## config.mk

```make
export PLATFORM = sky130hd
export DESIGN_NAME = req_index_encoder
export DESIGN_NICKNAME = d
export VERILOG_FILES = /design/src/rtl/req_index_encoder.sv
export SDC_FILE = /design/constraint.sdc
export NUM_CORES = 1
export LEC_CHECK = 0
export CAP_MARGIN = 15
export CELL_PAD_IN_SITES_DETAIL_PLACEMENT = 1
export CELL_PAD_IN_SITES_GLOBAL_PLACEMENT = 1
export CORE_ASPECT_RATIO = 2
export CORE_MARGIN = 3
export CORE_UTILIZATION = 46
export CTS_CLUSTER_DIAMETER = 40
export DETAILED_ROUTE_END_ITERATION = 7
export DONT_BUFFER_PORTS = 1
export PLACE_DENSITY = 0.81
export SETUP_SLACK_MARGIN = 0.5
export SLEW_MARGIN = 15
export SYNTH_ARGS = -nofsm -noshare
export SYNTH_HDL_FRONTEND = slang
export SYNTH_SLANG_ARGS = --single-unit
```

## constraint.sdc

```tcl
create_clock -name clock -period 3.1 [get_ports clock]
set_input_delay 0.62 -clock clock [delete_from_list [all_inputs] [get_ports clock]]
set_output_delay 0.62 -clock clock [all_outputs]
set_load 0.02 [all_outputs]
```

## src/rtl/req_index_encoder.sv

```systemverilog
// req_index_encoder: serializes sticky 32-bit request strobes into 5-bit indices over valid/ready.
// Define ROUND_ROBIN_EN for round-robin selection; otherwise the lowest pending index wins.
module req_index_encoder #(
  parameter int NUM_REQ = 32,
  parameter int IDX_W = 5
) (
  input  logic               clock,
  input  logic               ctrl_reset_n,
  input  logic [NUM_REQ-1:0] req,
  input  logic               enable,
  output logic [IDX_W-1:0]   out_index,
  output logic               out_valid,
  input  logic               out_ready,
  output logic [NUM_REQ-1:0] pending,
  output logic               req_merged
);
  typedef enum logic [1:0] {IDLE, SELECT, PRESENT} state_t;
  state_t state_q, state_d;
  logic [NUM_REQ-1:0] pending_q, pending_d, req_en, clr;
  logic [IDX_W-1:0] index_q, index_d, pick;
  logic merged_q, merged_d, xfer;
  assign xfer = state_q == PRESENT && out_ready;
  assign req_en = req & {NUM_REQ{enable}};
  assign clr = xfer ? NUM_REQ'(1) << index_q : '0;
  // A new request for the bit being transferred re-sets it: set wins over clear.
  assign pending_d = (pending_q & ~clr) | req_en;
  assign merged_d = |(req_en & pending_q & ~clr);
`ifdef ROUND_ROBIN_EN
  logic [IDX_W-1:0] ptr_q, ptr_d, off;
  always_comb begin
    off = '0;
    for (int i = NUM_REQ-1; i >= 0; i--) if (pending_d[ptr_q + IDX_W'(i)]) off = IDX_W'(i);
  end
  assign pick = ptr_q + off;
  assign ptr_d = xfer ? index_q + 1'b1 : ptr_q;
  always_ff @(posedge clock or negedge ctrl_reset_n)
    if (!ctrl_reset_n) ptr_q <= '0;
    else ptr_q <= ptr_d;
`else
  always_comb begin
    pick = '0;
    for (int i = NUM_REQ-1; i >= 0; i--) if (pending_d[i]) pick = IDX_W'(i);
  end
`endif
  always_comb begin
    state_d = state_q;
    index_d = index_q;
    case (state_q)
      IDLE: state_d = |pending_d ? SELECT : IDLE;
      SELECT: begin
        index_d = pick;
        state_d = PRESENT;
      end
      PRESENT: if (xfer) state_d = |pending_d ? SELECT : IDLE;
      default: state_d = IDLE;
    endcase
  end
  always_ff @(posedge clock or negedge ctrl_reset_n)
    if (!ctrl_reset_n) begin
      state_q <= IDLE;
      pending_q <= '0;
      index_q <= '0;
      merged_q <= 1'b0;
    end else begin
      state_q <= state_d;
      pending_q <= pending_d;
      index_q <= index_d;
      merged_q <= merged_d;
    end
  assign out_valid = state_q == PRESENT;
  assign out_index = index_q;
  assign pending = pending_q;
  assign req_merged = merged_q;
endmodule
```

Word level (Yosys, flattened, before mapping)
Cells that the tools add are included.
{ "op_classes": {"eq_ne": 3, "n_mux": 36, "bitwise": 6, "n_shift": 1, "reduce_logical": 4} }
{ "op_table": {"columns": ["op", "count"], "rows": [
  ["5-bit 2-to-1 mux", 32],
  ["32-bit AND", 4],
  ["32-bit OR reduction", 2],
  ["32-bit 2-to-1 mux", 1],
  ["32-bit NOT", 1],
  ["32-bit OR", 1],
  ["1-bit by 5-bit left shift with 32-bit output, first input constant", 1],
  ["2-bit case mux with 3 select lines", 1],
  ["2-bit by 1-bit == test with 1-bit output, second input constant", 1],
  ["2-bit == test, second input constant", 1],
  ["2-bit logical NOT", 1],
  ["2-bit 2-to-1 mux", 1],
  ["2-bit by 1-bit inequality test with 1-bit output, second input constant", 1],
  ["1-bit logical AND", 1],
  ["1-bit 2-to-1 mux", 1]
]} }
{ "totals": {"in_bits": 36, "ff_bits": 40} }

Logic depth before layout (Yosys ltp)
Gate-level depths: netlist of run 1.
{ "logic_depth": {"ltp_word": 38, "depth_mapped": 10} }

Worst setup path before layout of run 1
Ideal clock, no wire load.
{ "synth_timing": {"kind": "input-to-reg", "startpoint": "input port enable", "endpoint": "register index_q[0], in the netlist out_index[0]", "required_time_ps": 3022, "arrival_ps": 2295, "path_buffers": 2, "path_slack_ps": 728, "stages": 8, "setup_ps": 78, "cell_sequence": "clkbuf_1 > buf_1 > nand2_1 > a221oi_1 > o211a_1 > o211ai_1 > a2111o_1 > a21oi_1"} }
{ "synth_via": {"elab_chain_cells": 34} }
{ "synth_lines": {"columns": ["element", "line", "rtl"], "rows": [
  ["start, declared", "10", "input logic enable,"],
  ["32-bit AND (*)", "23", "assign req_en = req & {NUM_REQ{enable}};"],
  ["32-bit OR (*)", "26", "assign pending_d = (pending_q & ~clr) | req_en;"],
  ["5-bit 2-to-1 mux (31 in a row)", "42", "for (int i = NUM_REQ-1; i >= 0; i--) if (pending_d[i]) pick = IDX_W'(i);"],
  ["5-bit 2-to-1 mux (*)", "42", null],
  ["end signal, assigned", "67", "index_q <= index_d;"],
  ["end, declared", "20", "logic [IDX_W-1:0] index_q, index_d, pick;"]
]} }
Every way passes the cells marked *; elsewhere a longest branch is shown, timed or not.
A chain may end at the register's enable or synchronous reset.

Final worst setup path of run 1
{ "layout_timing": {"startpoint": "register index_q[1], in the netlist out_index[1]", "endpoint": "register index_q[2], in the netlist out_index[2]"} }
{ "layout_via": {"word_cells_on_any_way": 37, "cone_classes": "1 x shift; 33 x mux; 3 x bitwise"} }
{ "layout_lines": {"columns": ["element", "line", "rtl"], "rows": [
  ["1-bit by 5-bit left shift with 32-bit output", "24", "assign clr = xfer ? NUM_REQ'(1) << index_q : '0;"],
  ["32-bit 2-to-1 mux", "24", null],
  ["32-bit NOT", "26", null],
  ["32-bit AND", "26", null],
  ["32-bit OR", "26", null],
  ["net pending_d[20]", "19", "logic [NUM_REQ-1:0] pending_q, pending_d, req_en, clr;"],
  ["5-bit 2-to-1 mux (21 in a row)", "42", null]
]} }
The timed path passes the listed nets, and every way through them passes these cells.

==> flow_summary.toml, run 1 <==
[global_route]
grt_max_degree = 39
globalRoute.totalOverflow = 0
grt_pass1_wl_microns = 13460
grt.total_usage_pct = 29.78
antenna_found_initial = 0
first_global_vias = 2425

[placement]
post-place-cells = 334
gp_congestion = 0.9965
io_buffers = 0
dp_hpwl_microns = 6805

[synthesis]
async_flop_share_pct = 100.0
synthMuxAreaShare_pct = 0.4195
syn-instance-count = 278
synth_seq_cells = 40
seq_area_frac_synth_pct = 41.95
synth_top_family_by_area = "compound AO/OA/AOI/OAI gates"
synth-xor-area-share_pct = 0
synth_flop_cell = "dfrtp_1"
yosys.area_share.adder_pct = 0
yosys_warnings = 0
yosys.area_share.simple_pct = 24.28
synth_cell_types = 53
synth_area_sq_mm = 0.002386
synth_compound_area_share_pct = 27.37
synth_edf_count = 0
syn_nets = 314
syn_avg_cell_area_sq_um = 8.583

[power_and_ir_drop]
vdd_drop_max_uv = 441.6
p_sw_uw = 441.5
pwr-share-comb_pct = 23.5
p_per_area_mw_per_mm2 = 472.6
p_int_uw = 858.1
p_sw_share_pct = 33.97
power_frac_clock_pct = 27.9
seq_power_share_pct = 48.6
p_leak_uw = 0.0009593

[detailed_routing]
detail-route-antenna-nets = 0
viasPerCell = 6.691
wl_microns = 9125
vias = 2335
drc = 0
wl_per_cell_microns = 26.15
drtIter0Drc = 93
firstDrtPassIters = 4

[floorplanning]
coreArea_sq_mm = 0.004955
die_area_sq_mm = 0.006139
die_x_microns = 56.93
dieHeight_microns = 107.9
placementRows = 36
pin_count = 75
start_util_pct = 48.16

[clocking]
clock_latency_ns = 0.30
cts-root-buf = "clkbuf_8"
clockBufferDepth = 2
cts_tree = "done"
clk_pin_slew_ns = 0.08
cts_buffers = 5
htreeDepth = 2
clock_sinks = 40

[setup_path]
critPathMaxFanout = 8
cp.required_ns = 3.24
crit_arrival_ns = 2.72
crit_type = "reg -> reg"
critPathLaunchType = "flop"
worstSetupEndpointType = "flop"
r2r_cells = 9

[sta]
drv_slew = 0
fmax_mhz = 387.3
period_needed_ns = 2.582
tightest_slew_ns = 0.6728
fin_setup_tns_ns = 0
finalHoldViolCount = 0
relSlewSlack_pct = 55.05
finalCritPeriodShare_pct = 83.30
rsz0062_at_grt = "true"
fin_worst_skew_ns = 0.006690
setup_viol = 0

[final_layout]
layout.nets = 327
final_cells = 349
syn_to_final_growth_pct = 15.26
drive_above_1_share_pct = 18.15
antenna_cells = 0
fillers = 594

[job]
drv_cap = 0

[hold_path]
min_path_type = "in -> async"

[outcome]
status = "completed"
-- power groups by stage --
stage | Sequential, uW | Clock [uW] | Combinational [uW]
finish | 631 | 363 | 305
global route | 639 | 389 | 335
CTS | 627 | 371 | 272
detailed placement | 634 | 0 | 261
global placement | 632 | 0 | 258
floorplan | 615 | 0 | 212
-- per-stage QoR --
step / utilization, % / hold WS (ns) / setup slack [ns] / cell area (sq um) / total power, uW
after global placement: 49.90 / 0.3254 / 0.2574 / 2472 / 889.9
after CTS: 52.90 / 0.00009320 / 0.4789 / 2621 / 1270
final: 55.51 / 0.1318 / 0.5178 / 2750 / 1300
after floorplan: - / 0.3244 / 0.7278 / 2386 / 827.2
after detailed placement: 49.90 / 0.3253 / 0.2894 / 2472 / 895.7
after global routing: 55.51 / 0.1262 / 0.3627 / 2750 / 1363
-- state kept, by name, indices dropped and copies added, names as in the netlist --
register	count
pending	32
out_index	5
req_merged	1
state_q	2
-- cell type report --
type | instances | area, sq um | area share (%)
inverters | 28 | 105.1 | 3.822
repair buffers | 14 | 126.4 | 4.595
flip-flops and latches | 40 | 1006 | 36.58
well taps | 57 | 71.32 | 2.593
clock buffers | 8 | 90.09 | 3.276
multi-input cells | 202 | 1351 | 49.14
-- worst max-delay path: stages (launching register included) --
cell       delay [ns]
dfrtp_2          0.49
buf_6            0.16
nand4bb_2        0.35
o21a_1           0.26
a21oi_2          0.21
inv_1            0.13
nor3_1           0.31
o21ai_1          0.14
a31oi_1          0.22
a41oi_1          0.15
-- synthesized netlist by cell type (2+ instances only) --
| cell | n | area (sq um) |
|---|---|---|
| nand3_1 | 2 | 10.01 |
| a21o_1 | 5 | 37.54 |
| inv_1 | 26 | 97.59 |
| o21ai_0 | 20 | 100.1 |
| a2111oi_0 | 2 | 17.52 |
| and2_1 | 2 | 12.51 |
| nor3_1 | 5 | 25.02 |
| nor2_1 | 12 | 45.04 |
| o21ai_1 | 7 | 35.03 |
| a21oi_1 | 10 | 50.05 |
| a221oi_1 | 3 | 26.28 |
| or4b_4 | 2 | 27.53 |
| nand2_1 | 51 | 191.4 |
| o211a_1 | 2 | 20.02 |
| inv_2 | 2 | 7.510 |
| and3_1 | 2 | 12.51 |
| o22ai_1 | 5 | 31.28 |
| o21a_1 | 13 | 97.59 |
| buf_1 | 2 | 7.510 |
| nand2b_1 | 2 | 12.51 |
| a311oi_1 | 2 | 17.52 |
| nand4_1 | 10 | 62.56 |
| o211ai_1 | 5 | 37.54 |
| a22oi_1 | 4 | 30.03 |
| clkbuf_1 | 5 | 18.77 |
| nand4bb_1 | 4 | 45.04 |
| o2111ai_1 | 2 | 17.52 |
| nor2b_1 | 5 | 31.28 |
| dfrtp_1 | 40 | 1001 |
| nand4b_1 | 3 | 26.28 |
-- worst paths after layout --
check	slack (ns)	to	start
max in group asynchronous	1.93	pending[12]	ctrl_reset_n
min in group clock	0.45	req_merged	enable
setup reg to reg	0.52	out_index[2]	out_index[1]
hold / removal	0.13	pending[31]	ctrl_reset_n
hold reg to reg	0.58	state_q[0]	state_q[0]
setup / recovery	0.52	out_index[2]	out_index[1]
-- logic make-up (layout without fill, tap and decap cells) --
kind of cell | after synthesis | after routing
buffers and inverters | 36 | 50
DFF | 40 | 40
and+or+nand+nor | 107 | 107
muxes | 1 | 1
AOI/OAI and AO/OA | 94 | 94
-- cell usage in the layout, fill, tap and decap left out, types with 6 or more instances in the layout --
master and count:
o21ai_1 13, o21ai_0 11, a21oi_1 7, nand4_1 10, clkbuf_8 6, inv_1 26, buf_4 10, dfrtp_1 36
nor2_1 11, o21a_1 13, nand2_1 49
-- what timing repair did --
item	in CTS	in global routing
gates resized for setup	13	25
endpoints found under the setup margin	7	7
buffers inserted	1	3
pin swaps	0	2
hold buffers	1	2
endpoints found under the hold margin	3	26
-- layer usage --
metal	wire length (microns)	share of wire, %	GRT usage (%)
met1	2976	33	28.47
met2	5110	56	54.66
met3	551	6.0	8.163
met4	487	5.3	17.25
met5	0	0	0
Note: power is estimated with default switching activity, not from simulation.
==> run 2: changes to the inputs <==
Settings changed: CORE_UTILIZATION 46 to 41, PLACE_DENSITY 0.81 to 0.76.
Clock period 3.1 ns to 2.1 ns, I/O delays scaled along.
==> flow_summary.toml, run 2 (synthesized netlist as in run 1, its figures left out) <==
[outcome]
status = "finished, violations left"
violations = "negative setup slack"

[detailed_routing]
vias = 3093
firstDrtPassIters = 5
wl_per_cell_microns = 32.96
viasPerCell = 6.966
drtIter0Drc = 294
drc = 0
detail-route-antenna-nets = 0
wl_microns = 14630

[sta]
finalHoldViolCount = 0
relSlewSlack_pct = 64.54
setup_ws_ns = -0.5444
drv_slew = 0
setup_viol = 7
fmax_mhz = 378.2
fin_worst_skew_ns = 0.01450
tightest_slew_ns = 0.5320
period_needed_ns = 2.644
rsz0062_at_grt = "true"
finalCritPeriodShare_pct = 125.9

[placement]
io_buffers = 0
place_area_sq_mm = 0.003067
gp_congestion = 0.8814
post-place-ws_ns = -0.4820
dp_hpwl_microns = 7971

[setup_path]
crit_arrival_ns = 2.90
path_cells = "buf_6, or4b_4, o21a_1, buf_4, a21oi_4, inv_2, buf_4, nor3_1, o221ai_1, a21oi_2"
worstSetupEndpointType = "flop"
cp.depth = 10
critPathLaunchType = "flop"
cp-startpoint = "out_index[2]"
cp.buffers_inverters = 4
crit_end = "out_index[0]"
r2r_cells = 10
regToRegStartpoint = "out_index[2]"
critPathMaxFanout = 7
crit_family = "simple AND/OR/NAND/NOR gates"
reg2reg_to = "out_index[0]"
cpMostUsedCell = "buf_4"
slowest_delay_ns = 0.51
rrSetupSlack_ns = -0.54
cp.required_ns = 2.36
crit_type = "reg -> reg"
cpMaxStageDelayCell = "or4b_4"

[floorplanning]
pin_count = 75
coreArea_sq_mm = 0.005515
dieHeight_microns = 113.9
start_util_pct = 43.26
placementRows = 38
die_x_microns = 59.94
die_area_sq_mm = 0.006826

[global_route]
grt_max_degree = 41
globalRoute.totalOverflow = 0
grt.total_usage_pct = 37.64
antenna_found_initial = 0
grt_pass1_wl_microns = 18470
met3_usage_pct = 9.287
gr-max-usage-layer = "met2"
grt_use_met2_pct = 65.97
met1_usage_pct = 35.39
first_global_vias = 3274

[final_layout]
antenna_cells = 0
final_common_cell = "buf_4"
post-route-util_pct = 68.87
layout.nets = 419
syn_to_final_growth_pct = 59.20
final_cell_mix = "buf_4, nand2_1, dfrtp_1"
fin_area_sq_mm = 0.003799
drive_above_1_share_pct = 51.56
largest_reg_flops = 32

[clocking]
clockBufferDepth = 2
clock_sinks = 40
clk_pin_slew_ns = 0.09
htreeDepth = 2
cts-root-buf = "clkbuf_8"
cts_tree = "done"
clock_latency_ns = 0.34
cts_buffers = 5

[power_and_ir_drop]
p_per_area_mw_per_mm2 = 660.5
vdd_drop_max_uv = 848.3
p_leak_uw = 0.001473

[job]
drv_cap = 0

[hold_path]
min_path_type = "in -> reg"
-- run 2: cell count changes in the layout (fill, tap and decap cells not counted), moves of 4 or more --
| cell | previous run | this run |
|---|---|---|
| o21ai_2 | 3 | 10 |
| nand2_1 | 49 | 38 |
| o21ai_1 | 13 | 9 |
| nand2_2 | 2 | 12 |
| nor2_1 | 11 | 7 |
| nor2_2 | 1 | 5 |
| buf_4 | 10 | 88 |
| buf_6 | 1 | 15 |
| o21ai_0 | 11 | 4 |
| a21oi_2 | 3 | 7 |
| a21oi_1 | 7 | 3 |
| o21ai_4 | 0 | 4 |
-- run 2: area by class of cell --
class	instances	area, sq um
tap	60	75.07
fill	592	1717
timing repair buffer	106	874.6
inverter	28	105.1
multi-input combinational	202	1614
sequential	40	1008
clock inverter	2	38.79
clock buffer	6	82.58
-- run 2: worst min-delay path by stage --
stage / start / endpoint / cells past startpoint
global route: enable / req_merged / 1
global placement: ctrl_reset_n / pending[27] / 0
finish: enable / req_merged / 1
detailed placement: ctrl_reset_n / pending[26] / 0
floorplan: ctrl_reset_n / out_index[0] / 0
CTS: enable / req_merged / 1
-- run 2: repair_timing --
item / CTS / global route
resized for setup: 56 / 58
setup endpoints to repair: 30 / 35
hold buffers: 2 / 0
hold endpoints to repair: 40 / 0
buffers inserted: 12 / 10
pin swaps: 18 / 25
-- run 2: power by group --
part           internal (uW)  leakage [uW]  switching, uW
registers                826      0.000377            115
logic                    394       0.00103            453
clock network            389     0.0000614            332
-- run 2: per-layer routing --
metal | part of all wire (%) | wire length [microns] | up-vias
li1 | - | - | 1226
met1 | 31 | 4558 | 1512
met2 | 52 | 7609 | 255
met3 | 8.5 | 1251 | 100
met4 | 8.3 | 1214 | 0
met5 | 0 | 0 | -
-- run 2: stage by stage --
step / instances / power [uW] / hold slack (ns) / TNS [ns]
2_1_floorplan: 278 / 1223 / 0.1244 / -0.5528
3_3_place_gp: 412 / 1439 / 0.1255 / -1.920
3_5_place_dp: 412 / 1465 / 0.1255 / -2.685
4_1_cts: 434 / 2310 / 0.2233 / -1.905
5_1_grt: 444 / 2582 / 0.1888 / -3.799
6_report: 444 / 2509 / 0.2065 / -3.161
==> run 3: changes to the inputs <==
Settings changed: CTS_BUF_LIST set to sky130_fd_sc_hd__clkbuf_16, GPL_ROUTABILITY_DRIVEN set to 0, RECOVER_POWER set to 50.
==> flow_summary.toml, run 3 (synthesized netlist as in run 1, its figures left out) <==
[setup_path]
cp-startpoint = "out_index[4]"
crit_type = "reg -> reg"
critPathLaunchType = "flop"
cp.required_ns = 2.24
rrSetupSlack_ns = -0.61
critPathMaxFanout = 6
worstSetupEndpointType = "flop"
crit_arrival_ns = 2.86
regToRegStartpoint = "out_index[4]"

[sta]
finalCritPeriodShare_pct = 129.2
period_needed_ns = 2.713
fin_worst_skew_ns = 0.005185
relSlewSlack_pct = 26.19
fmax_mhz = 368.6
setup_viol = 7
tightest_slew_ns = 1.107
rsz0062_at_grt = "true"
finalHoldViolCount = 0
drv_slew = 0
setup_ws_ns = -0.6130

[floorplanning]
dieHeight_microns = 113.9
start_util_pct = 43.26
coreArea_sq_mm = 0.005515
die_x_microns = 59.94
die_area_sq_mm = 0.006826
pin_count = 75
placementRows = 38

[placement]
place_area_sq_mm = 0.003067
io_buffers = 0
post-place-ws_ns = -0.4820
post-place-cells = 412
dp_hpwl_microns = 7971

[final_layout]
syn_to_final_growth_pct = 58.94
register_area_sq_mm = 0.001006
antenna_cells = 0
drive_above_1_share_pct = 49.48
post-route-util_pct = 68.76
layout.nets = 423
largest_reg_flops = 32
final_cells = 448
fin_area_sq_mm = 0.003792
multi_input_area_sq_mm = 0.001575
fillers = 600
final_cell_mix = "buf_4, nand2_1, dfrtp_1"
final_common_cell = "buf_4"

[global_route]
grt.total_usage_pct = 39.38
grt_pass1_wl_microns = 19230
globalRoute.totalOverflow = 0
antenna_found_initial = 0
grt_max_degree = 41
first_global_vias = 3395

[detailed_routing]
viasPerCell = 7.036
drtIter0Drc = 295
drc = 0
detail-route-antenna-nets = 0
wl_per_cell_microns = 32.87
vias = 3152
wl_microns = 14730
firstDrtPassIters = 5

[clocking]
cts_tree = "done"
clockBufferDepth = 2
clock_latency_ns = 0.30
htreeDepth = 2
cts-root-buf = "clkbuf_16"
clk_pin_slew_ns = 0.06
clock_sinks = 40
cts_buffers = 5

[power_and_ir_drop]
p_per_area_mw_per_mm2 = 706.3
p_leak_uw = 0.001498
vdd_drop_max_uv = 977.6
p_total_uw = 2679

[outcome]
violations = "negative setup slack"
status = "finished, violations left"

[hold_path]
min_path_type = "in -> reg"
min_from = "enable"

[job]
drv_cap = 0
==> run 3: layout make-up <==
class / count / share of cell area [%]
inverters: 28 / 2.771
well taps: 60 / 1.980
repair buffers: 110 / 22.76
multi-input cells: 202 / 41.54
clock buffers: 5 / 3.299
flip-flops and latches: 40 / 26.53
clock inverters: 3 / 1.122
==> run 3: worst paths after layout <==
check / depth (start not counted) / to
worst max-delay path: 9 / out_index[1]
worst min-delay path: 2 / pending[30]
worst max register to register: 9 / out_index[1]
worst min register to register: 2 / pending[31]
max in group asynchronous: 2 / out_index[4]
min in group asynchronous: 2 / pending[26]
==> run 3: critical path, cell delays in order, from the launching register on <==
cell and delay (ns):
dfrtp_2 0.43, buf_6 0.13, nand4b_1 0.20, buf_6 0.21, o21ai_1 0.32, nand4_1 0.26, a311oi_2 0.36, o311ai_1 0.13
a21oi_1 0.34, o211ai_1 0.17
==> run 3: metal layers <==
layer / vias up / global-route usage [%] / wire, microns
li1: 1238 / - / -
met1: 1557 / 36.86 / 4624
met4: 0 / 31.21 / 1387
met3: 97 / 11.21 / 1130
met5: - / 0 / 0
met2: 260 / 67.27 / 7584
==> run 3: through the flow <==
stage,hold slack [ns],setup TNS [ns]
final,0.2665,-3.577
after global routing,0.2728,-3.954
after CTS,0.2520,-1.923
after detailed placement,0.1255,-2.685
after global placement,0.1255,-1.920
after floorplan,0.1244,-0.5528
==> run 3: repair_timing <==
item / 4_1_cts / 5_1_grt
endpoints found under the hold margin: 40 / 0
resized for setup: 54 / 42
pin swaps: 14 / 24
buffers inserted: 15 / 11
endpoints found under the setup margin: 31 / 32
hold buffers: 2 / 0
==> run 3: power breakdown <==
part / internal [uW] / switching [uW] / total (uW) / leakage [uW]
registers: 823 / 118 / 942 / 0.000379
clock network: 560 / 359 / 919 / 0.0000814
logic: 368 / 451 / 818 / 0.00104
total: 1750 / 928 / 2680 / 0.00150
